File: src/rtl/barry_pkg.sv
// barry_pkg: shared types and default physics constants for the player
// vertical-motion engine.
//   motion_state_t : coarse motion classification fed to game logic
//   DEF_*          : default parameter values for barry_motion and its interface
package barry_pkg;

  typedef enum logic [1:0] {
    GROUNDED = 2'd0,
    CEILING  = 2'd1,
    RISING   = 2'd2,
    FALLING  = 2'd3
  } motion_state_t;

  localparam int DEF_Y_W       = 9;
  localparam int DEF_V_W       = 5;
  localparam int DEF_Y_MIN     = 4;
  localparam int DEF_Y_MAX     = 470;
  localparam int DEF_RESET_Y   = 469;
  localparam int DEF_TICK_DIV  = 256;
  localparam int DEF_GRAVITY   = 1;
  localparam int DEF_THRUST    = 2;
  localparam int DEF_VMAX_UP   = 3;
  localparam int DEF_VMAX_DOWN = 4;

endpackage

File: src/rtl/barry_motion_if.sv
// barry_motion_if: control inputs and motion outputs of the vertical-motion engine.
//   thrust  : jetpack button (level)
//   freeze  : pause, holds divider and all motion state
//   y0      : sprite top-left y
//   vel     : signed velocity, px/tick (negative = up)
//   state   : motion_state_t classification
//   tick    : one-cycle pulse per physics update
//   landed  : one-cycle pulse on entering GROUNDED from airborne
// master = game/control side, slave = motion engine.
interface barry_motion_if
  import barry_pkg::*;
#(
  parameter int Y_W = DEF_Y_W,
  parameter int V_W = DEF_V_W
);
  logic                  thrust;
  logic                  freeze;
  logic [Y_W-1:0]        y0;
  logic signed [V_W-1:0] vel;
  motion_state_t         state;
  logic                  tick;
  logic                  landed;

  modport master (
    output thrust, freeze,
    input  y0, vel, state, tick, landed
  );

  modport slave (
    input  thrust, freeze,
    output y0, vel, state, tick, landed
  );
endinterface

File: src/rtl/barry_motion_tick_gen.sv
// tick_gen: physics-tick divider.
//   clk    : system clock
//   rst    : asynchronous active-high reset
//   en     : count enable (low holds the count)
//   update : combinational strobe, high on the enabled cycle where the count
//            equals TICK_DIV-1 (the count wraps to 0 on that edge)
module tick_gen #(
  parameter int TICK_DIV = 256
) (
  input  logic clk,
  input  logic rst,
  input  logic en,
  output logic update
);
  localparam int CW = $clog2(TICK_DIV);

  logic [CW-1:0] count;
  logic          at_end;

  assign at_end = (count == CW'(TICK_DIV - 1));
  assign update = en & at_end;

  always_ff @(posedge clk or posedge rst) begin
    if (rst) begin
      count <= '0;
    end else if (en) begin
      count <= at_end ? '0 : count + 1'b1;
    end
  end
endmodule

File: src/rtl/barry_motion.sv
// barry_motion: vertical-motion engine for the player sprite.
//   clk   : system clock
//   reset : asynchronous active-high reset
//   bus   : barry_motion_if.slave (thrust/freeze in; y0/vel/state/tick/landed out)
// On each physics tick velocity is accelerated (gravity or thrust), saturated,
// added to the position, and the position clamped to [Y_MIN, Y_MAX] with
// velocity zeroed at either bound.
module barry_motion
  import barry_pkg::*;
#(
  parameter int Y_W       = DEF_Y_W,
  parameter int V_W       = DEF_V_W,
  parameter int Y_MIN     = DEF_Y_MIN,
  parameter int Y_MAX     = DEF_Y_MAX,
  parameter int RESET_Y   = DEF_RESET_Y,
  parameter int TICK_DIV  = DEF_TICK_DIV,
  parameter int GRAVITY   = DEF_GRAVITY,
  parameter int THRUST    = DEF_THRUST,
  parameter int VMAX_UP   = DEF_VMAX_UP,
  parameter int VMAX_DOWN = DEF_VMAX_DOWN
) (
  input logic          clk,
  input logic          reset,
  barry_motion_if.slave bus
);
  localparam int VX = V_W + 1;
  localparam int YX = Y_W + 2;

  localparam logic signed [VX-1:0] THR_X  = VX'(THRUST);
  localparam logic signed [VX-1:0] GRV_X  = VX'(GRAVITY);
  localparam logic signed [VX-1:0] VUP_X  = VX'(-VMAX_UP);
  localparam logic signed [VX-1:0] VDN_X  = VX'(VMAX_DOWN);
  localparam logic signed [YX-1:0] YMIN_X = YX'(Y_MIN);
  localparam logic signed [YX-1:0] YMAX_X = YX'(Y_MAX);
  localparam logic [Y_W-1:0]       YMIN_P = Y_W'(Y_MIN);
  localparam logic [Y_W-1:0]       YMAX_P = Y_W'(Y_MAX);

  logic [Y_W-1:0]        y_q;
  logic signed [V_W-1:0] v_q;
  logic                  tick_q;
  logic                  landed_q;

  logic                  en;
  logic                  update;
  logic signed [VX-1:0]  v_ext;
  logic signed [VX-1:0]  v_try;
  logic signed [VX-1:0]  v_next;
  logic signed [YX-1:0]  y_sum;
  logic [Y_W-1:0]        y_new;
  logic signed [V_W-1:0] v_new;
  motion_state_t         state;

  assign en = ~bus.freeze;

  tick_gen #(.TICK_DIV(TICK_DIV)) u_tick_gen (
    .clk    (clk),
    .rst    (reset),
    .en     (en),
    .update (update)
  );

  // Acceleration and saturation are evaluated one bit wider than vel so the
  // pre-saturation value cannot wrap; the position sum is two bits wider than
  // y0 so both overshoot directions compare correctly against the bounds.
  always_comb begin
    v_ext  = {v_q[V_W-1], v_q};
    v_try  = '0;
    v_next = '0;
    if (bus.thrust) begin
      v_try  = v_ext - THR_X;
      v_next = (v_try < VUP_X) ? VUP_X : v_try;
    end else begin
      v_try  = v_ext + GRV_X;
      v_next = (v_try > VDN_X) ? VDN_X : v_try;
    end
    y_sum = $signed({2'b00, y_q}) + YX'(v_next);
    if (y_sum <= YMIN_X) begin
      y_new = YMIN_P;
      v_new = '0;
    end else if (y_sum >= YMAX_X) begin
      y_new = YMAX_P;
      v_new = '0;
    end else begin
      y_new = y_sum[Y_W-1:0];
      v_new = v_next[V_W-1:0];
    end
  end

  always_ff @(posedge clk or posedge reset) begin
    if (reset) begin
      y_q      <= Y_W'(RESET_Y);
      v_q      <= '0;
      tick_q   <= 1'b0;
      landed_q <= 1'b0;
    end else begin
      tick_q   <= update;
      landed_q <= update && (y_new == YMAX_P) && (y_q != YMAX_P);
      if (update) begin
        y_q <= y_new;
        v_q <= v_new;
      end
    end
  end

  always_comb begin
    if (y_q == YMAX_P)      state = GROUNDED;
    else if (y_q == YMIN_P) state = CEILING;
    else if (v_q < 0)       state = RISING;
    else                    state = FALLING;
  end

  assign bus.y0     = y_q;
  assign bus.vel    = v_q;
  assign bus.state  = state;
  assign bus.tick   = tick_q;
  assign bus.landed = landed_q;
endmodule

File: src/flat_wrapper.sv
// flat-port wrapper written by rule: the top's interface ports become plain ports
module barry_motion_flat import barry_pkg::*;
#(
  parameter int Y_W       = DEF_Y_W,
  parameter int V_W       = DEF_V_W,
  parameter int Y_MIN     = DEF_Y_MIN,
  parameter int Y_MAX     = DEF_Y_MAX,
  parameter int RESET_Y   = DEF_RESET_Y,
  parameter int TICK_DIV  = DEF_TICK_DIV,
  parameter int GRAVITY   = DEF_GRAVITY,
  parameter int THRUST    = DEF_THRUST,
  parameter int VMAX_UP   = DEF_VMAX_UP,
  parameter int VMAX_DOWN = DEF_VMAX_DOWN
)
  (clk, reset, bus_thrust, bus_freeze, bus_y0, bus_vel, bus_state, bus_tick, bus_landed);
  barry_motion_if #(.Y_W(Y_W), .V_W(V_W)) bus_i ();
  input logic clk;
  input logic reset;
  input wire logic [$bits(bus_i.thrust)-1:0] bus_thrust;
  input wire logic [$bits(bus_i.freeze)-1:0] bus_freeze;
  output wire logic [$bits(bus_i.y0)-1:0] bus_y0;
  output wire logic [$bits(bus_i.vel)-1:0] bus_vel;
  output wire logic [$bits(bus_i.state)-1:0] bus_state;
  output wire logic [$bits(bus_i.tick)-1:0] bus_tick;
  output wire logic [$bits(bus_i.landed)-1:0] bus_landed;
  assign bus_i.thrust = bus_thrust;
  assign bus_i.freeze = bus_freeze;
  assign bus_y0 = bus_i.y0;
  assign bus_vel = bus_i.vel;
  assign bus_state = bus_i.state;
  assign bus_tick = bus_i.tick;
  assign bus_landed = bus_i.landed;
  barry_motion #(.Y_W(Y_W), .V_W(V_W), .Y_MIN(Y_MIN), .Y_MAX(Y_MAX), .RESET_Y(RESET_Y), .TICK_DIV(TICK_DIV), .GRAVITY(GRAVITY), .THRUST(THRUST), .VMAX_UP(VMAX_UP), .VMAX_DOWN(VMAX_DOWN)) u_core (.clk(clk), .reset(reset), .bus(bus_i));
endmodule
File: config.mk
export PLATFORM = sky130hd
export DESIGN_NAME = barry_motion_flat
export DESIGN_NICKNAME = d
export VERILOG_FILES = /design/src/rtl/barry_pkg.sv /design/src/rtl/barry_motion_if.sv /design/src/rtl/barry_motion_tick_gen.sv /design/src/rtl/barry_motion.sv /design/src/flat_wrapper.sv
export SDC_FILE = /design/constraint.sdc
export NUM_CORES = 1
export LEC_CHECK = 0
export CORE_MARGIN = 4
export CORE_UTILIZATION = 54
export CTS_BUF_LIST = sky130_fd_sc_hd__clkbuf_8
export DETAILED_ROUTE_END_ITERATION = 6
export PLACE_DENSITY = 0.76
export SLEW_MARGIN = 20
export SYNTH_ARGS = -nofsm -noshare
export SYNTH_HDL_FRONTEND = slang
export SYNTH_SLANG_ARGS = --single-unit
export TNS_END_PERCENT = 20
File: constraint.sdc
create_clock -name clk -period 4.1 [get_ports clk]
set_clock_uncertainty 0.2 [all_clocks]
set_input_delay 0.82 -clock clk [delete_from_list [all_inputs] [get_ports clk]]
set_output_delay 0.82 -clock clk [all_outputs]
set_load 0.05 [all_outputs]
==> impl_summary.log <==
[metrics] worst slew pin tran: 0.871 ns
[metrics] combinational cell fraction of total power: 0.223
[metrics] power dissipated by switching net loads: 177 µW
[metrics] # diodes: 0
[metrics] worst setup margin: -0.291 ns
[metrics] fin crit share: 1.07
[metrics] Reg clk slew, reported paths: roughly 0.09 ns
[metrics] count of flip-flops with a built-in enable after synthesis: 0
[metrics] crit path DAT: 4.36 ns
[metrics] total DRC errors in the routed layout: 0
[metrics] switch share: 0.273
[metrics] height of the chip: between 70 and 80 µm
[metrics] Crit Path Category: reg -> reg
[metrics] Port Buffer Count: 21
[metrics] clock latency at the later pin of the worst-skew pair: 0.27 ns
[metrics] relative slew slack: 0.419
[metrics] crit start category: flop
[metrics] cts hold-fix bufs: 0
[metrics] max-slew violation total from the final report: 0
[metrics] clock sink total: 24
[metrics] root buffer cell: sky130_fd_sc_hd__clkbuf_8
[metrics] number of buffers on the longest clock path: 2
[metrics] top achievable clock speed: 0.228 GHz
[metrics] part of the Yosys area used for sequential elements: 0.269
[metrics] Final #Nets: roughly 370
[metrics] Ports: 22
[metrics] number of synthesized register bits: 24
[metrics] placer's final routability congestion estimate: a little over 0.9
[metrics] share of post-route cells with drive strength above 1: 0.425
[metrics] nature of the critical path endpoint: flop
[metrics] part of the total power dissipated in the clock network: 0.324
[metrics] proportion of register bits with asynchronous set or reset after synthesis: 1.00
[metrics] number of detailed-route iterations in the first pass: 4
[metrics] Synth Net Count: 293
[metrics] final wirelength: between 7000 and 8000 µm
[metrics] number of antenna violations at the first check in global routing: 0
[metrics] Required @ worst endpoint: 4.07 ns
[metrics] critical path fanouts, max: 6
[metrics] total routing usage reported by global routing: 0.261
[metrics] total grt overflow: 0
[metrics] Iteration-0 DRC Markers: 240
[metrics] pin count of the biggest net entering global routing: 25
[metrics] Post-Synthesis Cells: approximately 270
[metrics] Min-Delay Path Class: reg -> reg
[metrics] unrepaired setup endpoints after global routing: true
[metrics] Die Outline Area: 0.00528 mm²
[metrics] CTS tree: built
[metrics] initial standard-cell utilization of the core: 0.561
[metrics] number of routed nets with antenna violations: 0
[metrics] Via Count: 2434
[metrics] Place WS: -0.387 ns
[metrics] final setup violating endpoints: 12
[metrics] sequential fraction of design power: 0.453
[metrics] area delta synth->final: 51.8%
[metrics] Cell Int Power: 471 µW
[metrics] violated checks: setup timing
[metrics] register-to-register path setup slack: -0.29 ns
[metrics] count of H-tree levels built during CTS: 1
[metrics] static leakage: 1.41 nW
[metrics] Die X-Extent: 72.7 µm
[metrics] final hold violation count: 0
[metrics] post-synthesis instance area: between 0.002 and 0.0025 mm²
[metrics] post-DR vias/cell: about 6.1
[metrics] time the worst path needs with I/O delays and setup: 4.39 ns
[metrics] total CTS buffers: 3
[metrics] run status: finished with violations
[metrics] row count: 23
[metrics] distinct cell type count of the synthesized netlist: between 60 and 70
[metrics] CORE AREA: 0.00403 mm²
[metrics] via count of the first global-routing pass: 2287
[metrics] largest vdd supply drop: 256 µV
[metrics] Syn Area/Cell: 8.33 µm²
[metrics] tightest hold margin: 0.295 ns
[metrics] most frequent cells in the layout: 62 x sky130_fd_sc_hd__buf_4, 36 x sky130_fd_sc_hd__nand2_1, 21 x sky130_fd_sc_hd__clkdlybuf4s50_1
[metrics] wire length of the first global-routing pass: 10800 µm
[metrics] Power Dens Cells: 189 mW/mm²
[metrics] most frequent standard cell in the layout excluding fill and tap cells: sky130_fd_sc_hd__buf_4
[metrics] number of violations of the max-capacitance limit: 0
[metrics] HPWL Detailed: 4700 µm
[metrics] most used flip-flop cell after synthesis: sky130_fd_sc_hd__dfrtp_1
[metrics] routed length per placed instance: 18.5 µm
[metrics] Yosys Warn Count: 0
[routing by layer]
| layer | vias to the layer above | GRT usage | share of wire |
|---|---|---|---|
| met3 | 21 | 0.0248 | 0.053 |
| met2 | 89 | 0.429 | 0.49 |
| li1 | 1138 | - | - |
| met4 | 0 | 0.109 | 0.034 |
| met5 | - | 0 | 0 |
| met1 | 1186 | 0.352 | 0.42 |
[power groups by stage]
| stage | clock (mW) | sequential (mW) | combinational (mW) |
|---|---|---|---|
| after detailed placement | 0 | 0.296 | 0.120 |
| final | 0.210 | 0.293 | 0.145 |
| after floorplan | 0 | 0.290 | 0.0860 |
| after CTS | 0.211 | 0.292 | 0.130 |
| after global placement | 0 | 0.294 | 0.113 |
| after global routing | 0.222 | 0.297 | 0.159 |
[final cells by class]
cell class	instances	area (µm²)
Multi-Input combinational cell	216	1860
Timing Repair Buffer	88	732
Sequential cell	24	622
Fill cell	218	601
Inverter	19	76.3
Tap cell	50	62.6
Clock buffer	3	41.3
Clock inverter	1	30.0
[flip-flops by register name, summed over array words and instances, names as in the netlist]
signal                   cells
u_core.bus.landed            1
u_core.bus.tick              1
u_core.bus.vel               5
u_core.bus.y0                9
u_core.u_tick_gen.count      8
[kinds of logic (layout without fill, tap and decap cells)]
kind of cell	after synthesis	count (layout)	synth area share
simple gates	100	100	0.208
xor+xnor	16	16	0.0620
flops	24	24	0.269
fa+ha+maj	18	18	0.103
mux	5	5	0.0238
compound gates	77	77	0.271
buf+inv	31	111	0.0626
[cell usage after synthesis, types with 2 or more instances]
library cell | number | area (µm²)
sky130_fd_sc_hd__o31ai_1 | 6 | 45.0
sky130_fd_sc_hd__o21bai_1 | 2 | 15.0
sky130_fd_sc_hd__nor3_1 | 4 | 20.0
sky130_fd_sc_hd__o32ai_2 | 3 | 48.8
sky130_fd_sc_hd__and4_1 | 2 | 17.5
sky130_fd_sc_hd__mux2_2 | 3 | 33.8
sky130_fd_sc_hd__dfrtp_1 | 18 | 450
sky130_fd_sc_hd__xor2_1 | 4 | 35.0
sky130_fd_sc_hd__clkbuf_1 | 5 | 18.8
sky130_fd_sc_hd__nand2_1 | 36 | 135
sky130_fd_sc_hd__and3_1 | 3 | 18.8
sky130_fd_sc_hd__buf_2 | 2 | 10.0
sky130_fd_sc_hd__nor2b_1 | 2 | 12.5
sky130_fd_sc_hd__buf_4 | 2 | 15.0
sky130_fd_sc_hd__mux2i_1 | 2 | 20.0
sky130_fd_sc_hd__xnor2_1 | 12 | 105
sky130_fd_sc_hd__a21oi_1 | 16 | 80.1
sky130_fd_sc_hd__o31ai_2 | 2 | 25.0
sky130_fd_sc_hd__o21ai_0 | 19 | 95.1
sky130_fd_sc_hd__nor4_1 | 4 | 25.0
sky130_fd_sc_hd__nand2b_1 | 4 | 25.0
sky130_fd_sc_hd__nand3_1 | 7 | 35.0
sky130_fd_sc_hd__nand4_1 | 2 | 12.5
sky130_fd_sc_hd__ha_1 | 17 | 213
sky130_fd_sc_hd__or3_1 | 4 | 25.0
sky130_fd_sc_hd__a41o_1 | 2 | 20.0
sky130_fd_sc_hd__inv_1 | 19 | 71.3
sky130_fd_sc_hd__dfstp_2 | 6 | 158
sky130_fd_sc_hd__buf_6 | 2 | 22.5
sky130_fd_sc_hd__nor2_1 | 26 | 97.6
sky130_fd_sc_hd__o22ai_1 | 3 | 18.8
[path summary, 6_finish.rpt]
path,start,end,cells after the start
worst max-delay path,u_core.bus.vel[1],u_core.bus.vel[1],18
worst min-delay path,u_core.u_tick_gen.count[6],u_core.u_tick_gen.count[6],1
worst max register to register,u_core.bus.vel[1],u_core.bus.vel[1],18
worst min register to register,u_core.u_tick_gen.count[6],u_core.u_tick_gen.count[6],1
max in group asynchronous,reset,u_core.bus.vel[2],2
min in group asynchronous,reset,u_core.u_tick_gen.count[6],2
[through the flow]
stage / power, mW / setup TNS [ns] / cell area, µm² / util / instances
2_1_floorplan: 0.376 / -0.617 / 2350 / - / 271
3_3_place_gp: 0.407 / -3.06 / 2950 / 0.733 / 383
3_5_place_dp: 0.416 / -4.09 / 2950 / 0.733 / 383
4_1_cts: 0.633 / -1.30 / 3180 / 0.790 / 392
5_1_grt: 0.678 / -4.50 / 3430 / 0.851 / 401
6_report: 0.648 / -2.67 / 3430 / 0.851 / 401
[critical path, cell delays in order (launching register included)]
cell and delay, ns:
sky130_fd_sc_hd__dfrtp_4 0.53, sky130_fd_sc_hd__buf_4 0.16, sky130_fd_sc_hd__ha_4 0.16, sky130_fd_sc_hd__nand2_1 0.06
sky130_fd_sc_hd__o21ai_0 0.14, sky130_fd_sc_hd__a2111oi_4 0.37, sky130_fd_sc_hd__a21oi_2 0.12, sky130_fd_sc_hd__o31ai_4 0.30
sky130_fd_sc_hd__ha_2 0.24, sky130_fd_sc_hd__inv_2 0.04, sky130_fd_sc_hd__fa_2 0.36, sky130_fd_sc_hd__nand2b_4 0.17
sky130_fd_sc_hd__a21oi_4 0.19, sky130_fd_sc_hd__xnor2_2 0.14, sky130_fd_sc_hd__o21ba_1 0.17, sky130_fd_sc_hd__o2111a_2 0.25
sky130_fd_sc_hd__a311o_1 0.33, sky130_fd_sc_hd__buf_6 0.16, sky130_fd_sc_hd__o41ai_4 0.20
[what timing repair did]
action                                  CTS  global route
resized for setup                        27            37
pin swaps                                14            22
endpoints found under the setup margin   14            15
hold endpoints to repair                  0             0
buffers inserted                          5             9
Note: power is estimated with default switching activity, not from simulation.
